### src/rtl/seg_scan_decoder.sv
// rtl/seg_scan_decoder.sv - scanned 4-digit 7-segment display decoder (optional blink detect: SEG_DECODE_BLINK_EN)
module seg_scan_decoder #(
    parameter int BLINK_TIMEOUT = 255
) (
    input  logic       clk_fst,
    input  logic       rst,
    input  logic [7:0] seg,
    input  logic [3:0] an,
    output logic [6:0] pile_size,
    output logic       pile_vld,
    output logic       plr_turn,
    output logic       frame_vld,
    output logic       sync_err,
    output logic       win_det
);

    typedef enum logic [1:0] {
        WAIT_D0 = 2'd0,
        GOT_D0  = 2'd1,
        GOT_D1  = 2'd2,
        GOT_D2  = 2'd3
    } state_t;

    localparam logic [3:0] C_ONE_DP = 4'd11;
    localparam logic [3:0] C_TWO_DP = 4'd12;
    localparam logic [3:0] C_P      = 4'd13;
    localparam logic [3:0] C_BLANK  = 4'd14;
    localparam logic [3:0] C_BAD    = 4'd15;

    state_t     state;
    state_t     state_nxt;
    logic [3:0] code;
    logic [3:0] d0_code;
    logic [3:0] d1_code;
    logic [3:0] d2_code;
    logic       cap_d0;
    logic       cap_d1;
    logic       cap_d2;
    logic       frame_done;
    logic       order_err;
    logic       lit_frame;
    logic       blank_frame;
    logic       bad_frame;
    logic       digits_num;
    logic [6:0] value;

    // Segment pattern to digit code; segments are active-low, bit 7 is the DP
    always_comb begin
        code = C_BAD;
        case (seg)
            8'hC0:   code = 4'd0;
            8'hF9:   code = 4'd1;
            8'hA4:   code = 4'd2;
            8'hB0:   code = 4'd3;
            8'h99:   code = 4'd4;
            8'h92:   code = 4'd5;
            8'h82:   code = 4'd6;
            8'hF8:   code = 4'd7;
            8'h80:   code = 4'd8;
            8'h90:   code = 4'd9;
            8'h79:   code = C_ONE_DP;
            8'h24:   code = C_TWO_DP;
            8'h8C:   code = C_P;
            8'hFF:   code = C_BLANK;
            default: code = C_BAD;
        endcase
    end

    // Frame tracker state register
    always_ff @(posedge clk_fst) begin
        if (rst) begin
            state <= WAIT_D0;
        end else begin
            state <= state_nxt;
        end
    end

    // Next state from the anode pattern; digit0 always restarts a frame quietly
    always_comb begin
        state_nxt  = state;
        cap_d0     = 1'b0;
        cap_d1     = 1'b0;
        cap_d2     = 1'b0;
        frame_done = 1'b0;
        order_err  = 1'b0;
        case (an)
            4'b1110: begin
                state_nxt = GOT_D0;
                cap_d0    = 1'b1;
            end
            4'b1101: begin
                if (state == GOT_D0) begin
                    state_nxt = GOT_D1;
                    cap_d1    = 1'b1;
                end else begin
                    state_nxt = WAIT_D0;
                    order_err = 1'b1;
                end
            end
            4'b1011: begin
                if (state == GOT_D1) begin
                    state_nxt = GOT_D2;
                    cap_d2    = 1'b1;
                end else begin
                    state_nxt = WAIT_D0;
                    order_err = 1'b1;
                end
            end
            4'b0111: begin
                state_nxt = WAIT_D0;
                if (state == GOT_D2) begin
                    frame_done = 1'b1;
                end else begin
                    order_err = 1'b1;
                end
            end
            default: begin
                state_nxt = WAIT_D0;
                order_err = 1'b1;
            end
        endcase
    end

    // Digit3 is never stored: the frame is judged on the cycle it arrives
    always_comb begin
        lit_frame   = frame_done && (code == C_P) &&
                      ((d2_code == C_ONE_DP) || (d2_code == C_TWO_DP));
        blank_frame = frame_done && (code == C_BLANK) && (d2_code == C_BLANK) &&
                      (d1_code == C_BLANK) && (d0_code == C_BLANK);
        bad_frame   = frame_done && !lit_frame && !blank_frame;
        digits_num  = (d0_code <= 4'd9) && (d1_code <= 4'd9);
        value       = ({3'b000, d1_code} * 7'd10) + {3'b000, d0_code};
    end

    // Store the codes of digits 0..2 as they arrive in order
    always_ff @(posedge clk_fst) begin
        if (rst) begin
            d0_code <= C_BLANK;
            d1_code <= C_BLANK;
            d2_code <= C_BLANK;
        end else begin
            if (cap_d0) d0_code <= code;
            if (cap_d1) d1_code <= code;
            if (cap_d2) d2_code <= code;
        end
    end

    // Registered results; lit frames update the display values, blank frames only pulse
    always_ff @(posedge clk_fst) begin
        if (rst) begin
            pile_size <= 7'd0;
            pile_vld  <= 1'b0;
            plr_turn  <= 1'b0;
            frame_vld <= 1'b0;
            sync_err  <= 1'b0;
        end else begin
            frame_vld <= lit_frame || blank_frame;
            sync_err  <= order_err || bad_frame;
            if (lit_frame) begin
                plr_turn <= (d2_code == C_TWO_DP);
                if (digits_num) begin
                    pile_size <= value;
                    pile_vld  <= 1'b1;
                end else begin
                    pile_vld  <= 1'b0;
                end
            end
        end
    end

`ifdef SEG_DECODE_BLINK_EN
    localparam int CNT_W = (BLINK_TIMEOUT < 2) ? 1 : $clog2(BLINK_TIMEOUT + 1);

    logic [CNT_W-1:0] blink_cnt;
    logic             lit_seen;
    logic             win_q;

    // Blank right after lit means blinking; a run of lit frames ends the win indication
    always_ff @(posedge clk_fst) begin
        if (rst) begin
            blink_cnt <= '0;
            lit_seen  <= 1'b0;
            win_q     <= 1'b0;
        end else if (blank_frame) begin
            blink_cnt <= '0;
            lit_seen  <= 1'b0;
            if (lit_seen) win_q <= 1'b1;
        end else if (lit_frame) begin
            lit_seen <= 1'b1;
            if (win_q) begin
                if (blink_cnt == CNT_W'(BLINK_TIMEOUT - 1)) begin
                    win_q     <= 1'b0;
                    blink_cnt <= '0;
                end else begin
                    blink_cnt <= blink_cnt + CNT_W'(1);
                end
            end
        end
    end

    assign win_det = win_q;
`else
    assign win_det = 1'b0;
`endif

endmodule
### config.mk
export PLATFORM = sky130hd
export DESIGN_NAME = seg_scan_decoder
export DESIGN_NICKNAME = d
export VERILOG_FILES = /design/src/rtl/seg_scan_decoder.sv
export SDC_FILE = /design/constraint.sdc
export NUM_CORES = 1
export LEC_CHECK = 0
export ABC_CLOCK_PERIOD_IN_PS = 4500
export CORE_MARGIN = 2
export CORE_UTILIZATION = 30
export DETAILED_ROUTE_END_ITERATION = 8
export GPL_TIMING_DRIVEN = 1
export PLACE_DENSITY_LB_ADDON = 0.3
export SLEW_MARGIN = 20
export SYNTH_ARGS = -nofsm -noshare
export SYNTH_HDL_FRONTEND = slang
export SYNTH_SLANG_ARGS = --single-unit
### constraint.sdc
create_clock -name clk_fst -period 4.5 [get_ports clk_fst]
set_input_delay 1.125 -clock clk_fst [delete_from_list [all_inputs] [get_ports clk_fst]]
set_output_delay 1.125 -clock clk_fst [all_outputs]
set_load 0.05 [all_outputs]
==> results of run 1 <==
==> final cells by class <==
| cell class | instances | share of cell area [%] |
|---|---|---|
| multi-input cells | 164 | 55.20 |
| clock buffers | 4 | 2.228 |
| flip-flops and latches | 25 | 24.75 |
| inverters | 6 | 1.114 |
| repair buffers | 25 | 12.25 |
| well taps | 72 | 4.455 |
==> state kept, by name, indices dropped and copies added, names as in the netlist <==
signal,flops
d0_code,4
d1_code,4
d2_code,4
frame_vld,1
pile_size,7
pile_vld,1
plr_turn,1
state,2
sync_err,1
==> path summary, 6_finish.rpt <==
path,from,end,slack (ns),cells past startpoint
hold / removal,pile_size[0],pile_size[0],0.47,2
hold reg to reg,pile_size[0],pile_size[0],0.47,2
setup reg to reg,state[1],pile_size[6],2.03,5
setup / recovery,seg[5],pile_size[6],0.69,7
==> layer usage <==
metal	share of wire [%]	wire length (um)	GRT usage (%)
met5	0	0	0
met4	0.72	27	2.712
met3	4.5	171	2.472
met2	45	1687	19.00
met1	50	1885	17.94
==> cell families (layout without fill, tap and decap cells) <==
| logic type | count (synthesis) | count (layout) | synth area share (%) |
|---|---|---|---|
| compound gates | 48 | 48 | 21.04 |
| flops | 25 | 25 | 28.82 |
| mux | 7 | 7 | 4.899 |
| xor+xnor | 6 | 6 | 3.026 |
| fa+ha+maj | 8 | 8 | 6.628 |
| other cells | 1 | 1 | 0.2159 |
| simple gates | 94 | 94 | 28.46 |
| buf+inv | 20 | 35 | 6.916 |
==> per-stage QoR <==
stage / power (uW) / instances
2_1_floorplan: 276.5 / 209
3_3_place_gp: 296.5 / 292
3_5_place_dp: 296.3 / 292
4_1_cts: 427.0 / 296
5_1_grt: 446.6 / 296
6_report: 420.9 / 296
==> synthesized netlist by cell type, types with 3 or more instances <==
cell type,number
sky130_fd_sc_hd__nand2_1,33
sky130_fd_sc_hd__dfxtp_1,25
sky130_fd_sc_hd__nor2_1,15
sky130_fd_sc_hd__o211ai_1,12
sky130_fd_sc_hd__a21oi_1,7
sky130_fd_sc_hd__ha_1,6
sky130_fd_sc_hd__inv_1,6
sky130_fd_sc_hd__nand4_1,6
sky130_fd_sc_hd__o21ai_0,6
sky130_fd_sc_hd__nand3_1,5
sky130_fd_sc_hd__nor2b_1,5
sky130_fd_sc_hd__nor4_1,5
sky130_fd_sc_hd__buf_6,4
sky130_fd_sc_hd__clkbuf_1,4
sky130_fd_sc_hd__mux2i_1,4
sky130_fd_sc_hd__nor3b_1,4
sky130_fd_sc_hd__o21a_1,4
sky130_fd_sc_hd__xnor2_1,4
sky130_fd_sc_hd__and3_1,3
sky130_fd_sc_hd__and3b_1,3
sky130_fd_sc_hd__buf_2,3
sky130_fd_sc_hd__buf_4,3
sky130_fd_sc_hd__mux2_4,3
sky130_fd_sc_hd__nand2b_1,3
sky130_fd_sc_hd__or4_1,3
==> power by group through the flow <==
stage | combinational, uW | sequential [uW] | clock, uW
after floorplan | 45.1 | 231 | 0
after global placement | 66.6 | 230 | 0
after detailed placement | 66.4 | 230 | 0
after CTS | 66.7 | 225 | 136
after global routing | 73.3 | 225 | 148
final | 67.1 | 225 | 129
==> worst max-delay path, cell delays in order <==
cell                              delay (ns)
sky130_fd_sc_hd__clkdlybuf4s50_1        0.84
sky130_fd_sc_hd__a21boi_1               0.19
sky130_fd_sc_hd__a2111oi_4              0.33
sky130_fd_sc_hd__o2111ai_1              0.16
sky130_fd_sc_hd__a211o_1                0.30
sky130_fd_sc_hd__or4_1                  0.65
sky130_fd_sc_hd__mux2_4                 0.37
==> flow_summary.rst, run 1 <==
.. list-table::
   :header-rows: 1

   * - Metric
     - Value
   * - Vertical die dimension
     - 80.09 um
   * - Reported net switching power
     - 107.6 uW
   * - Kind of path behind the tightest hold check
     - reg2reg
   * - I/O pin count
     - 26
   * - Outcome
     - completed
   * - Register bit total from synthesis
     - 25
   * - Proportion of netlist area held by the largest area contributor
     - 28.82%
   * - Clock power frac
     - 30.7%
   * - Global-route usage over all layers
     - 12.41%
   * - Max Fanout on Critical Path
     - 16
   * - Reg power frac
     - 53.4%
   * - Total of cells resized after clock tree synthesis
     - 0
   * - PwrDens
     - 208.2 nW/um^2
   * - Count of final setup violators
     - 0
   * - Data arrival time of the critical path
     - 3.96 ns
   * - CTS max path bufs
     - 2
   * - Final Worst Setup Slack
     - 0.6937 ns
   * - Horizontal extent of the die
     - 80.09 um
   * - Layout overhead on the synthesized area
     - 16.43%
   * - Distinct cell type count of the synthesized netlist
     - 50
   * - Hold Fails Final Rpt
     - 0
   * - Relative slew slack
     - 60.03%
   * - DP HPWL
     - 2.809 mm
   * - Portion of the post-synthesis area used by sequential elements
     - 28.82%
   * - Initial DRC count
     - 107
   * - Commonest cells after routing, fill and taps aside
     - sky130_fd_sc_hd__nand2_1 (33), sky130_fd_sc_hd__dfxtp_1 (25), sky130_fd_sc_hd__clkdlybuf4s50_1 (24)
   * - TNS Setup
     - 0 ns
   * - Post-synth EDFFs
     - 0
   * - Gate count of the mapped netlist
     - 209
   * - Worst hold margin
     - 0.4656 ns
   * - Sequential standard cell area
     - 500.5 um^2
   * - Summed instance area of the synthesized netlist
     - 1737 um^2
   * - Upper clock frequency limit
     - 262.7 MHz
   * - Most common cell after layout, fill and taps aside
     - sky130_fd_sc_hd__nand2_1
   * - Clk slew on worst S/H paths
     - 0.08 ns
   * - Nets
     - 247
   * - TritonCTS clock tree
     - done
   * - Static leakage power
     - 0.0007983 uW
   * - Number of vias after detailed routing
     - 1,537
   * - Cell at the root of the clock tree
     - sky130_fd_sc_hd__clkbuf_8
   * - Type of element capturing the critical path
     - flip-flop
   * - Drc violations
     - 0
   * - Post-route fraction of the period consumed by the critical path
     - 84.58%
   * - Library cell occupying the most area in the post-synthesis netlist
     - sky130_fd_sc_hd__dfxtp_1
   * - Vias per inst
     - 5.193
   * - Number of antenna violations at the first check in global routing
     - 0
   * - Setup Slack @ Placement
     - 0.4556 ns
   * - Placeable core region
     - 5540 um^2
   * - Insertion delay to the later sink of the worst-skew pair
     - 0.26 ns
   * - Initial cell density of the core
     - 31.35%
   * - Critical path class
     - in2reg
   * - Final max-slew violation count
     - 0
   * - Final Instance Area
     - 2022 um^2
   * - Max-cap violation count
     - 0
   * - Wire length of the first global-routing pass
     - 6.403 mm
   * - Rows
     - 27
   * - Cell Int Power
     - 313.3 uW
   * - Most common flop cell mapped by yosys
     - sky130_fd_sc_hd__dfxtp_1
   * - Crit path launch type
     - primary input
   * - Final wirelength
     - 3.771 mm
   * - Largest cells by area after synthesis
     - sky130_fd_sc_hd__dfxtp_1 (29%), sky130_fd_sc_hd__nand2_1 (7.1%), sky130_fd_sc_hd__o211ai_1 (5.2%), sky130_fd_sc_hd__ha_1 (4.3%), sky130_fd_sc_hd__nor2_1 (3.2%)
   * - H-tree depth
     - 1
   * - Number of nets in the synthesized netlist
     - 231
   * - Pin count of the biggest net entering global routing
     - 21
   * - Number of fillers in the final layout
     - 582
   * - Required time worst endpoint
     - 4.66 ns
   * - Period minus WS final
     - 3.806 ns
   * - Fraction of final layout cells with drive strength greater than 1
     - 4.911%
   * - Detail Route Antenna Nets
     - 0
   * - GP Congestion
     - 0.7557
   * - Wire length per cell after detailed routing
     - 12.74 um
   * - Clock sink count
     - 25
   * - Synth async-reset ratio
     - 0%
   * - Utilization after layout
     - 36.50%
   * - GR Overflow Total
     - 0
   * - Cts hold-fix bufs
     - 0
   * - Worst IR Drop VDD
     - 106.4 uV
   * - Area of the die
     - 6414 um^2
   * - Vias in the first global route
     - 1,355
   * - Combinational group share of total power
     - 15.9%
   * - Total number of yosys warnings
     - 0
   * - Sw frac
     - 25.55%
   * - Clock Skews
     - 0.002577 ns
   * - Post CTS Setup Buffer Count
     - 0
   * - Multi-input gate area in the final layout
     - 1116 um^2
   * - # port buffers
     - 24
   * - Avg Synthesized Cell Area
     - 8.309 um^2
   * - ANT cells
     - 0
   * - Detailed-router iteration count before antenna repair
     - 4
   * - Setup repair after global routing missed its margin
     - no
   * - Worst Tran Pin Value
     - 0.5977 ns
   * - Number of buffers created by CTS
     - 3
   * - Area post-placement
     - 1977 um^2
No activity file was read; power rests on OpenSTA's default activity.
==> inputs of run 2 (changes only) <==
Settings changed: ABC_CLOCK_PERIOD_IN_PS 4500 to 3300.
Clock period 4.5 ns to 3.3 ns, I/O delays scaled along.
==> run 2 against run 1 <==
Clock power is 38% higher. Final cell count is 8.4% higher. Combinational power is 61% higher. Worst hold slack better by 0.0030 ns. Critical endpoint unchanged.
==> flow_summary.rst, run 2 (synthesized netlist as in run 1, its figures left out) <==
.. list-table::
   :header-rows: 1

   * - Metric
     - Value
   * - Outcome
     - completed
   * - Period minus WS final
     - 3.163 ns
   * - PwrDens
     - 268.0 nW/um^2
   * - Detail Route Antenna Nets
     - 0
   * - Global-route usage over all layers
     - 13.20%
   * - Max-cap violation count
     - 0
   * - Clk slew on worst S/H paths
     - 0.08 ns
   * - Final Instance Area
     - 2210 um^2
   * - Cell at the root of the clock tree
     - sky130_fd_sc_hd__clkbuf_8
   * - Rows
     - 27
   * - Horizontal extent of the die
     - 80.09 um
   * - Wire length per cell after detailed routing
     - 12.40 um
   * - # port buffers
     - 24
   * - Number of antenna violations at the first check in global routing
     - 0
   * - Clock sink count
     - 25
   * - Worst stage delay on the critical path
     - 0.61 ns
   * - I/O pin count
     - 26
   * - Flip-flop count of the largest register, all copies and words added
     - 7
   * - Crit path launch type
     - primary input
   * - Static leakage power
     - 0.0009180 uW
   * - Critical path, cell by cell
     - clkdlybuf4s50_1 > buf_4 > nor2_1 > nand3_1 > a21o_1 > a211o_1 > or4_1 > buf_4 > mux2_4
   * - Count of final setup violators
     - 0
   * - Power consumption
     - 592.1 uW
   * - Post-route fraction of the period consumed by the critical path
     - 95.84%
   * - Vias in the first global route
     - 1,536
   * - Pin count of the biggest net entering global routing
     - 21
   * - ANT cells
     - 0
   * - TritonCTS clock tree
     - done
   * - Register name with the most flops
     - pile_size
   * - Insertion delay to the later sink of the worst-skew pair
     - 0.27 ns
   * - Initial DRC count
     - 78
   * - Total of cells resized after clock tree synthesis
     - 0
   * - Type of element capturing the critical path
     - flip-flop
   * - Commonest cells after routing, fill and taps aside
     - sky130_fd_sc_hd__nand2_1 (33), sky130_fd_sc_hd__buf_4 (26), sky130_fd_sc_hd__dfxtp_1 (25)
   * - Placeable core region
     - 5540 um^2
   * - Cell family with the largest share of critical-path delay
     - buffers and inverters
   * - Wire length of the first global-routing pass
     - 6.900 mm
   * - DP HPWL
     - 3.061 mm
   * - Buffering stage count on the worst path with inverters included
     - 3
   * - Drc violations
     - 0
   * - Fraction of final layout cells with drive strength greater than 1
     - 14.46%
   * - Initial cell density of the core
     - 31.35%
   * - Final wirelength
     - 3.980 mm
   * - Worst Tran Pin Value
     - 0.6107 ns
   * - Final max-slew violation count
     - 0
   * - Setup repair after global routing missed its margin
     - no
   * - Nets
     - 272
   * - CTS max path bufs
     - 2
   * - Worst IR Drop VDD
     - 181.2 uV
   * - Area of the die
     - 6414 um^2
   * - Kind of path behind the tightest hold check
     - reg2reg
   * - Clock Skews
     - 0.001916 ns
   * - Max Fanout on Critical Path
     - 12
   * - Relative slew slack
     - 59.24%
   * - Most common cell after layout, fill and taps aside
     - sky130_fd_sc_hd__nand2_1
   * - Cell with the largest stage delay on the worst path
     - sky130_fd_sc_hd__clkdlybuf4s50_1
   * - Area post-placement
     - 2165 um^2
   * - Hold Fails Final Rpt
     - 0
   * - GR Overflow Total
     - 0
   * - GP Congestion
     - 0.8345
   * - Cts hold-fix bufs
     - 0
   * - Post CTS Setup Buffer Count
     - 0
   * - Vertical die dimension
     - 80.09 um
   * - Upper clock frequency limit
     - 316.2 MHz
   * - Data arrival time of the critical path
     - 3.32 ns
   * - Detailed-router iteration count before antenna repair
     - 6
   * - Required time worst endpoint
     - 3.46 ns
   * - Number of vias after detailed routing
     - 1,615
   * - H-tree depth
     - 1
   * - Vias per inst
     - 5.031
   * - Layout overhead on the synthesized area
     - 27.23%
   * - Number of buffers created by CTS
     - 3
   * - Top cell by count, worst path
     - sky130_fd_sc_hd__buf_4
   * - Critical path class
     - in2reg
-- run 2: changes by cell type in the layout (fill, tap and decap cells not counted) --
| cell | delta |
|---|---|
| sky130_fd_sc_hd__buf_4 | +25 |
-- run 2: final timing paths --
check / start / endpoint / slack (ns) / cells past startpoint
setup reg to reg: d1_code[1] / pile_size[6] / 1.12 / 8
setup / recovery: seg[3] / pile_size[6] / 0.14 / 9
hold / removal: pile_size[4] / pile_size[4] / 0.47 / 2
hold reg to reg: pile_size[4] / pile_size[4] / 0.47 / 2
-- run 2: cell type report --
type	count	area [um^2]
Fill cell	582	3331
Multi-Input combinational cell	164	1116
Sequential cell	25	500.5
Timing Repair Buffer	50	435.4
Tap cell	72	90.09
Clock buffer	4	45.04
Inverter	6	22.52
-- run 2: per-stage QoR --
step | worst slack (ns) | TNS [ns] | hold WS (ns) | util (%) | instances
global placement | -0.09597 | -0.5061 | 0.4480 | 39.07 | 317
global route | 0.01563 | 0 | 0.5021 | 39.88 | 321
CTS | 0.1614 | 0 | 0.4696 | 39.88 | 321
finish | 0.1374 | 0 | 0.4686 | 39.88 | 321
floorplan | 0.4925 | 0 | 0.4480 | - | 209
detailed placement | -0.1247 | -0.5424 | 0.4581 | 39.07 | 317
-- run 2: worst reg2reg max path: cells and delay by family (launching register included) --
kind	cells	cell delay, ns
xor+xnor	1	0.14
flops	1	0.45
mux	1	0.26
fa+ha+maj	3	0.99
simple gates	3	0.23
-- run 2: per-layer routing --
metal	GRT usage, %	up-vias	part of all wire (%)	wire [um]
li1	-	847	-	-
met2	21.08	27	42	1671
met1	18.44	739	54	2146
met3	2.360	2	3.3	131
met5	0	-	0	0
met4	3.051	0	0.78	31
-- run 2: power by group --
| group | switching, uW | internal [uW] | total (uW) |
|---|---|---|---|
| Clock | 91.5 | 86.3 | 178 |
| Sequential | 2.10 | 304 | 306 |
| Combinational | 58.1 | 50.0 | 108 |
